--- config.mk ---
export PLATFORM = sky130hd
export DESIGN_NAME = dac_write_sequencer_flat
export DESIGN_NICKNAME = d
export VERILOG_FILES = /design/src/rtl/dac_write_sequencer_pkg.sv /design/src/rtl/dac_write_sequencer_if.sv /design/src/rtl/dac_write_sequencer.sv /design/src/flat_wrapper.sv
export SDC_FILE = /design/constraint.sdc
export NUM_CORES = 1
export LEC_CHECK = 0
export BUFFER_PORTS_ARGS = -buffer_cell sky130_fd_sc_hd__buf_2
export CORE_ASPECT_RATIO = 0.8
export CORE_MARGIN = 8
export CORE_UTILIZATION = 48
export DETAILED_ROUTE_END_ITERATION = 8
export PLACE_DENSITY_LB_ADDON = 0.08
export SLEW_MARGIN = 25
export SYNTH_ARGS = -nofsm -noshare
export SYNTH_HDL_FRONTEND = slang
export SYNTH_SLANG_ARGS = --single-unit
--- constraint.sdc ---
create_clock -name clk -period 4.25 [get_ports clk]
set_clock_uncertainty 0.15 [all_clocks]
set_input_delay 0.425 -clock clk [delete_from_list [all_inputs] [get_ports clk]]
set_output_delay 0.425 -clock clk [all_outputs]
set_load 0.01 [all_outputs]
--- src/rtl/dac_write_sequencer_pkg.sv ---
// Shared definitions for the MCP47FEB DAC write sequencer:
// FSM encoding, device register map and command-byte helper.
package dac_write_sequencer_pkg;

   typedef enum logic [2:0] {
      ST_STARTUP = 3'd0,
      ST_IDLE    = 3'd1,
      ST_CMD     = 3'd2,
      ST_B0      = 3'd3,
      ST_B1      = 3'd4,
      ST_B2      = 3'd5,
      ST_WAIT    = 3'd6,
      ST_DONE    = 3'd7
   } state_t;

   localparam logic [4:0] REG_DAC0  = 5'h00;
   localparam logic [4:0] REG_DAC1  = 5'h01;
   localparam logic [1:0] CMD_WRITE = 2'b00;

   // First byte of a register write: {register, command, 1'b0}
   function automatic logic [7:0] cmd_byte(input logic ch);
      return {(ch ? REG_DAC1 : REG_DAC0), CMD_WRITE, 1'b0};
   endfunction

endpackage

--- src/rtl/dac_write_sequencer_if.sv ---
// Command/data link between the DAC write sequencer and an i2c_master.
interface dac_write_sequencer_if;
   logic [6:0] cmd_address;
   logic       cmd_start;
   logic       cmd_read;
   logic       cmd_write;
   logic       cmd_write_multiple;
   logic       cmd_stop;
   logic       cmd_valid;
   logic       cmd_ready;
   logic [7:0] data_in;
   logic       data_in_valid;
   logic       data_in_ready;
   logic       data_in_last;
   logic       data_out_ready;
   logic       i2c_busy;
   logic       missed_ack;

   modport master (
      output cmd_address, cmd_start, cmd_read, cmd_write, cmd_write_multiple,
             cmd_stop, cmd_valid, data_in, data_in_valid, data_in_last, data_out_ready,
      input  cmd_ready, data_in_ready, i2c_busy, missed_ack
   );

   modport slave (
      input  cmd_address, cmd_start, cmd_read, cmd_write, cmd_write_multiple,
             cmd_stop, cmd_valid, data_in, data_in_valid, data_in_last, data_out_ready,
      output cmd_ready, data_in_ready, i2c_busy, missed_ack
   );
endinterface

--- src/rtl/dac_write_sequencer.sv ---
// Two-channel MCP47FEB write sequencer: coalesces user requests per channel and
// issues one 3-byte I2C register write per dispatch, round-robin between channels.
module dac_write_sequencer
   import dac_write_sequencer_pkg::*;
#(
   parameter logic [6:0] DEV_ADDR       = 7'h60,
   parameter int         STARTUP_CYCLES = 100000,
   parameter int         TIMEOUT_CYCLES = 1000000
) (
   input  logic                  clk,
   input  logic                  rst,
   input  logic                  req_valid,
   output logic                  req_ready,
   input  logic                  req_channel,
   input  logic [11:0]           req_value,
   output logic                  busy,
   output logic                  done,
   output logic                  error,
   output logic                  timeout,
   dac_write_sequencer_if.master i2c
);

   localparam int SW = $clog2(STARTUP_CYCLES + 1);
   localparam int TW = $clog2(TIMEOUT_CYCLES + 1);
   localparam logic [SW-1:0] S_END = SW'(STARTUP_CYCLES);
   localparam logic [TW-1:0] T_END = TW'(TIMEOUT_CYCLES);

   state_t           state, state_n;
   logic [SW-1:0]    scnt, scnt_n;
   logic [TW-1:0]    tcnt, tcnt_n;
   logic [1:0]       pend, pend_n;
   logic [1:0][11:0] val;
   logic             last_ch, sel, accept, dispatch, active;
   logic [11:0]      tx_value;
   logic             tx_ch;
   logic             sticky, sticky_n, tmo, tmo_n;
   logic [7:0]       byte_n;

   logic             req_ready_q, busy_q, done_q, error_q;
   logic             cmd_valid_q, dv_q, last_q;
   logic [7:0]       data_q;

   assign accept = req_valid && req_ready_q;
   assign active = state inside {ST_CMD, ST_B0, ST_B1, ST_B2, ST_WAIT};
   // Both pending: serve the channel not served last; otherwise whichever is set.
   assign sel    = (pend == 2'b11) ? ~last_ch : pend[1];

   always_comb begin
      state_n  = state;
      scnt_n   = scnt;
      tcnt_n   = tcnt;
      dispatch = 1'b0;
      tmo_n    = tmo;
      case (state)
         ST_STARTUP: begin
            scnt_n = scnt + 1'b1;
            if (scnt_n == S_END) state_n = ST_IDLE;
         end
         ST_IDLE: begin
            if (|pend) begin
               dispatch = 1'b1;
               tcnt_n   = '0;
               state_n  = ST_CMD;
            end
         end
         ST_CMD:  if (cmd_valid_q && i2c.cmd_ready) state_n = ST_B0;
         ST_B0:   if (dv_q && i2c.data_in_ready) state_n = ST_B1;
         ST_B1:   if (dv_q && i2c.data_in_ready) state_n = ST_B2;
         ST_B2:   if (dv_q && i2c.data_in_ready) state_n = ST_WAIT;
         ST_WAIT: if (!i2c.i2c_busy) state_n = ST_DONE;
         ST_DONE: state_n = ST_IDLE;
         default: state_n = ST_STARTUP;
      endcase
      // Watchdog overrides any normal progress through the transaction.
      if (active) begin
         tcnt_n = tcnt + 1'b1;
         if (tcnt_n == T_END) begin
            tmo_n   = 1'b1;
            state_n = ST_DONE;
         end
      end
   end

   always_comb begin
      sticky_n = dispatch ? 1'b0 : (sticky | i2c.missed_ack);
      pend_n   = pend;
      if (dispatch) pend_n[sel] = 1'b0;
      // A same-cycle request to the dispatched channel keeps it pending.
      if (accept) pend_n[req_channel] = 1'b1;
   end

   always_comb begin
      byte_n = 8'h00;
      case (state_n)
         ST_B0:   byte_n = cmd_byte(tx_ch);
         ST_B1:   byte_n = {4'h0, tx_value[11:8]};
         ST_B2:   byte_n = tx_value[7:0];
         default: byte_n = 8'h00;
      endcase
   end

   always_ff @(posedge clk or posedge rst) begin
      if (rst) state <= ST_STARTUP;
      else     state <= state_n;
   end

   always_ff @(posedge clk or posedge rst) begin
      if (rst) begin
         scnt        <= '0;
         tcnt        <= '0;
         pend        <= '0;
         val         <= '0;
         last_ch     <= 1'b1;
         tx_value    <= '0;
         tx_ch       <= 1'b0;
         sticky      <= 1'b0;
         tmo         <= 1'b0;
         req_ready_q <= 1'b0;
         busy_q      <= 1'b0;
         done_q      <= 1'b0;
         error_q     <= 1'b0;
         cmd_valid_q <= 1'b0;
         dv_q        <= 1'b0;
         last_q      <= 1'b0;
         data_q      <= '0;
      end else begin
         scnt   <= scnt_n;
         tcnt   <= tcnt_n;
         pend   <= pend_n;
         sticky <= sticky_n;
         tmo    <= tmo_n;
         if (accept) val[req_channel] <= req_value;
         if (dispatch) begin
            tx_value <= val[sel];
            tx_ch    <= sel;
            last_ch  <= sel;
         end
         req_ready_q <= (state_n != ST_STARTUP);
         busy_q      <= (state_n != ST_IDLE);
         done_q      <= (state_n == ST_DONE);
         error_q     <= (state_n == ST_DONE) && (sticky_n || tmo_n);
         cmd_valid_q <= (state_n == ST_CMD);
         dv_q        <= (state_n inside {ST_B0, ST_B1, ST_B2});
         last_q      <= (state_n == ST_B2);
         data_q      <= byte_n;
      end
   end

   assign req_ready              = req_ready_q;
   assign busy                   = busy_q;
   assign done                   = done_q;
   assign error                  = error_q;
   assign timeout                = tmo;
   assign i2c.cmd_address        = DEV_ADDR;
   assign i2c.cmd_start          = cmd_valid_q;
   assign i2c.cmd_read           = 1'b0;
   assign i2c.cmd_write          = 1'b0;
   assign i2c.cmd_write_multiple = cmd_valid_q;
   assign i2c.cmd_stop           = cmd_valid_q;
   assign i2c.cmd_valid          = cmd_valid_q;
   assign i2c.data_in            = data_q;
   assign i2c.data_in_valid      = dv_q;
   assign i2c.data_in_last       = last_q;
   assign i2c.data_out_ready     = 1'b0;

endmodule

--- src/flat_wrapper.sv ---
// flat-port wrapper written by rule: the top's interface ports become plain ports
module dac_write_sequencer_flat import dac_write_sequencer_pkg::*;
#(
   parameter logic [6:0] DEV_ADDR       = 7'h60,
   parameter int         STARTUP_CYCLES = 100000,
   parameter int         TIMEOUT_CYCLES = 1000000
)
  (clk, rst, req_valid, req_ready, req_channel, req_value, busy, done, error, timeout, i2c_cmd_address, i2c_cmd_start, i2c_cmd_read, i2c_cmd_write, i2c_cmd_write_multiple, i2c_cmd_stop, i2c_cmd_valid, i2c_data_in, i2c_data_in_valid, i2c_data_in_last, i2c_data_out_ready, i2c_cmd_ready, i2c_data_in_ready, i2c_i2c_busy, i2c_missed_ack);
  dac_write_sequencer_if i2c_i ();
  input  logic clk;
  input  logic rst;
  input  logic req_valid;
  output logic req_ready;
  input  logic req_channel;
  input  logic [11:0] req_value;
  output logic busy;
  output logic done;
  output logic error;
  output logic timeout;
  output wire logic [$bits(i2c_i.cmd_address)-1:0] i2c_cmd_address;
  output wire logic [$bits(i2c_i.cmd_start)-1:0] i2c_cmd_start;
  output wire logic [$bits(i2c_i.cmd_read)-1:0] i2c_cmd_read;
  output wire logic [$bits(i2c_i.cmd_write)-1:0] i2c_cmd_write;
  output wire logic [$bits(i2c_i.cmd_write_multiple)-1:0] i2c_cmd_write_multiple;
  output wire logic [$bits(i2c_i.cmd_stop)-1:0] i2c_cmd_stop;
  output wire logic [$bits(i2c_i.cmd_valid)-1:0] i2c_cmd_valid;
  output wire logic [$bits(i2c_i.data_in)-1:0] i2c_data_in;
  output wire logic [$bits(i2c_i.data_in_valid)-1:0] i2c_data_in_valid;
  output wire logic [$bits(i2c_i.data_in_last)-1:0] i2c_data_in_last;
  output wire logic [$bits(i2c_i.data_out_ready)-1:0] i2c_data_out_ready;
  input wire logic [$bits(i2c_i.cmd_ready)-1:0] i2c_cmd_ready;
  input wire logic [$bits(i2c_i.data_in_ready)-1:0] i2c_data_in_ready;
  input wire logic [$bits(i2c_i.i2c_busy)-1:0] i2c_i2c_busy;
  input wire logic [$bits(i2c_i.missed_ack)-1:0] i2c_missed_ack;
  assign i2c_cmd_address = i2c_i.cmd_address;
  assign i2c_cmd_start = i2c_i.cmd_start;
  assign i2c_cmd_read = i2c_i.cmd_read;
  assign i2c_cmd_write = i2c_i.cmd_write;
  assign i2c_cmd_write_multiple = i2c_i.cmd_write_multiple;
  assign i2c_cmd_stop = i2c_i.cmd_stop;
  assign i2c_cmd_valid = i2c_i.cmd_valid;
  assign i2c_data_in = i2c_i.data_in;
  assign i2c_data_in_valid = i2c_i.data_in_valid;
  assign i2c_data_in_last = i2c_i.data_in_last;
  assign i2c_data_out_ready = i2c_i.data_out_ready;
  assign i2c_i.cmd_ready = i2c_cmd_ready;
  assign i2c_i.data_in_ready = i2c_data_in_ready;
  assign i2c_i.i2c_busy = i2c_i2c_busy;
  assign i2c_i.missed_ack = i2c_missed_ack;
  dac_write_sequencer #(.DEV_ADDR(DEV_ADDR), .STARTUP_CYCLES(STARTUP_CYCLES), .TIMEOUT_CYCLES(TIMEOUT_CYCLES)) u_core (.clk(clk), .rst(rst), .req_valid(req_valid), .req_ready(req_ready), .req_channel(req_channel), .req_value(req_value), .busy(busy), .done(done), .error(error), .timeout(timeout), .i2c(i2c_i));
endmodule
==> key figures <==
Detailed routing
  • Vias/cell: 5.44
  • Vias: 3,548
  • Pre-Repair DR Iteration Count: 6
  • Final antenna-violating net count: 0
  • Drc violations: 0
  • Routed len/inst: 15.4 um
  • DRT iter0 DRCs: 234
  • DRT Wirelength: 10,100 um

Global routing
  • Wire length of the first global-routing pass: 17,400 um
  • Vias in the first global route: 3,480
  • Antenna violations before repair: 0
  • Pin count of the biggest net entering global routing: 83
  • Total Routing Usage GR: 15.7%
  • GRT overflow: 0

Clocking
  • Clock sinks: 97
  • TritonCTS clock tree: done
  • CTS H-Tree Depth: 3
  • Clock transition at path regs: 0.06 ns
  • Worst-case clock buffer depth: 2
  • Post-CTS Repair Setup Buffers: 0
  • Post-CTS Resized: 0
  • Hold_buf cts: 0
  • CTS root buf: clkbuf_16
  • Worst-Skew Late Latency: 0.34 ns
  • Inserted Clock Buffers: 9

Pwr
  • P_leak: 0.00235 uW
  • Cell area power density: 610 mW/mm2
  • Maximum VDD drop: 0.351 mV

Timing
  • Final Max Slew Viols: 0
  • Fin crit share: 72.3%
  • Worst slew pin tran: 0.867 ns
  • Fmax: 0.325 GHz
  • Sum Neg Setup Slack: 0 ns
  • RSZ-0062 raised after global routing: false
  • Final Hold Viols: 0
  • Worst relative slew slack: 42.0%
  • Min Tclk post-route: 3.07 ns
  • Setup violators final: 0

Critical path
  • Slowest-stage cell, CP: nor4_1
  • CP top delay family: simple AND/OR/NAND/NOR gates
  • Crit path arrival time: 3.18 ns
  • Worst Path Max Fanout: 11
  • Crit Path Class: flop to flop
  • Setup crit end kind: flop
  • Worst Path Buf+Inv: 1
  • R2r startpoint: u_core.scnt[0]
  • Max incr delay on CP: 0.56 ns
  • WP data required: 4.35 ns
  • Startpoint types: flop
  • Cell Chain, Critical Path: ha_1 -> nand4_1 -> nor4_1 -> and4b_1 -> a211oi_1 -> o31ai_4 -> buf_4 -> nand3_1 -> o221ai_2
  • Worst setup startpoint: u_core.scnt[0]

Floorplan
  • Die ar.: 0.0137 mm2
  • Die X: 129 um
  • Initial Util: 48.5%
  • Core area: 0.0101 mm2
  • Chip height: 106 um
  • Row Count: 33
  • I/O pins: 49

Synth
  • Synth Flop Type: dfrtp_1
  • Post-synth ARST share: 100%
  • Simple-gate share of the synthesized area: 19.1%
  • Post-synthesis compound-gate area fraction: 11.0%
  • Mapped Area: 0.00491 mm2
  • Post-synthesis mux area share: 9.41%
  • Synth Area in XOR/XNOR: 4.46%
  • FF+latch count, synth: 97
  • Synth Instances: 481
  • Avg Inst Size Synth: 10.2 um2
  • Ys Warns: 0
  • Adder-cell area share of the yosys netlist: 0.510%
  • Largest family of logic cells by synthesized area: simple AND/OR/NAND/NOR gates
  • Sequential area share after synthesis: 49.5%
  • Count of cell types in the netlist: 62
  • Post-synth EDFFs: 0

Place
  • Placed insts: 637
  • Final HPWL DP: 7100 um
  • Port Buffers: 38
  • GPL Wtd Cong: 0.864

Run
  • Max cap viols: 0

Run status
  • Outcome: finished, final reports clean

Final layout
  • Nets@finish: 530
  • Area delta synth->final: 10.5%
  • Layout cell share with drive strength beyond 1: 19.5%
  • Most frequent cells in the layout: 96 x dfrtp_1, 53 x nor2_1, 39 x nand2_1, 38 x buf_2, 30 x o21ai_0
  • Antenna diode count: 0
  • Layout Cells excl Fill: 652
  • Most common cell after layout, fill and taps aside: dfrtp_1

Hold path
  • Hold WC Path Type: input port to async pin
## flip-flops by register name (all words and copies together) (netlist names), 2 cells and up
signal / cells
u_core.state: 3
u_core.i2c.data_in: 8
u_core.tx_value: 12
u_core.scnt: 17
u_core.pend: 2
u_core.val: 24
u_core.tcnt: 20
## worst paths after layout
check	slack (ns)	end	depth (start not counted)
hold / removal	0.06	u_core.scnt[15]	2
min in group clk	0.17	u_core.val[8]	2
setup / recovery	1.18	u_core.i2c.data_in[3]	9
hold reg to reg	0.34	u_core.i2c.data_in[7]	2
max in group asynchronous	3.17	u_core.tcnt[17]	3
setup reg to reg	1.18	u_core.i2c.data_in[3]	9
## worst register-to-register path, cell delays in order (launching register included)
cell	delay, ns
dfrtp_1	0.40
ha_1	0.31
nand4_1	0.27
nor4_1	0.56
and4b_1	0.28
a211oi_1	0.07
o31ai_4	0.27
buf_4	0.23
nand3_1	0.23
o221ai_2	0.22
## cell type report
| class | instances | area [um2] |
|---|---|---|
| fillers | 922 | 4690 |
| flip-flops and latches | 97 | 2430 |
| multi-input cells | 341 | 2220 |
| clock buffers | 10 | 239 |
| repair buffers | 44 | 235 |
| well taps | 140 | 175 |
| clock inverters | 5 | 62.6 |
| inverters | 15 | 61.3 |
## metal layers
layer	up-vias	global-route usage, %	wire, um	part of all wire, %
li1	1743	-	-	-
met1	1725	22.4	5090	51
met2	70	23.2	4420	44
met3	10	3.65	448	4.4
met4	0	4.77	116	1.2
met5	-	0	0	0
## cell usage after synthesis, types with 3 or more instances
cell,n,area share (%)
and4_1,3,0.54
mux2_2,25,5.7
a31oi_1,6,0.77
nor2_1,53,4.1
and3_1,4,0.51
buf_1,3,0.23
and2_1,3,0.38
dfrtp_1,96,49
nor3_1,9,0.92
a21oi_1,17,1.7
o41ai_1,5,0.89
inv_1,15,1.1
buf_6,3,0.69
xor2_1,8,1.4
nand4_1,15,1.9
or3_1,3,0.38
xnor2_1,17,3.0
o21ai_0,31,3.2
buf_4,14,2.1
a211oi_1,3,0.46
o22ai_1,3,0.38
nor4_1,8,1.0
clkbuf_1,11,0.84
nand3_1,19,1.9
mux2i_1,18,3.7
nand2_1,39,3.0
## power breakdown
| part | total [uW] | internal (uW) | switching [uW] |
|---|---|---|---|
| Combinational | 1090 | 469 | 619 |
| Clock | 815 | 473 | 342 |
| Sequential | 1410 | 1190 | 218 |
| Total | 3310 | 2130 | 1180 |
## kinds of logic after synthesis
group,Yosys count
AOI/OAI and AO/OA,82
xor gates and xnor gates,25
adders and majority gates,2
buffers and inverters,51
DFF,97
muxes,43
other,2
and+or+nand+nor,179
## per-stage QoR
step | worst slack, ns | power, uW | hold slack [ns] | utilization, % | area [um2]
floorplan | 1.14 | 2250 | 0.304 | - | 4940
global placement | 1.28 | 2490 | 0.337 | 50.6 | 5120
detailed placement | 1.18 | 2520 | 0.337 | 50.6 | 5120
CTS | 1.16 | 3350 | 0.163 | 53.6 | 5420
global route | 0.846 | 3540 | 0.132 | 53.6 | 5420
finish | 1.18 | 3310 | 0.0634 | 53.6 | 5420
Power figures use the tool's default switching activity.
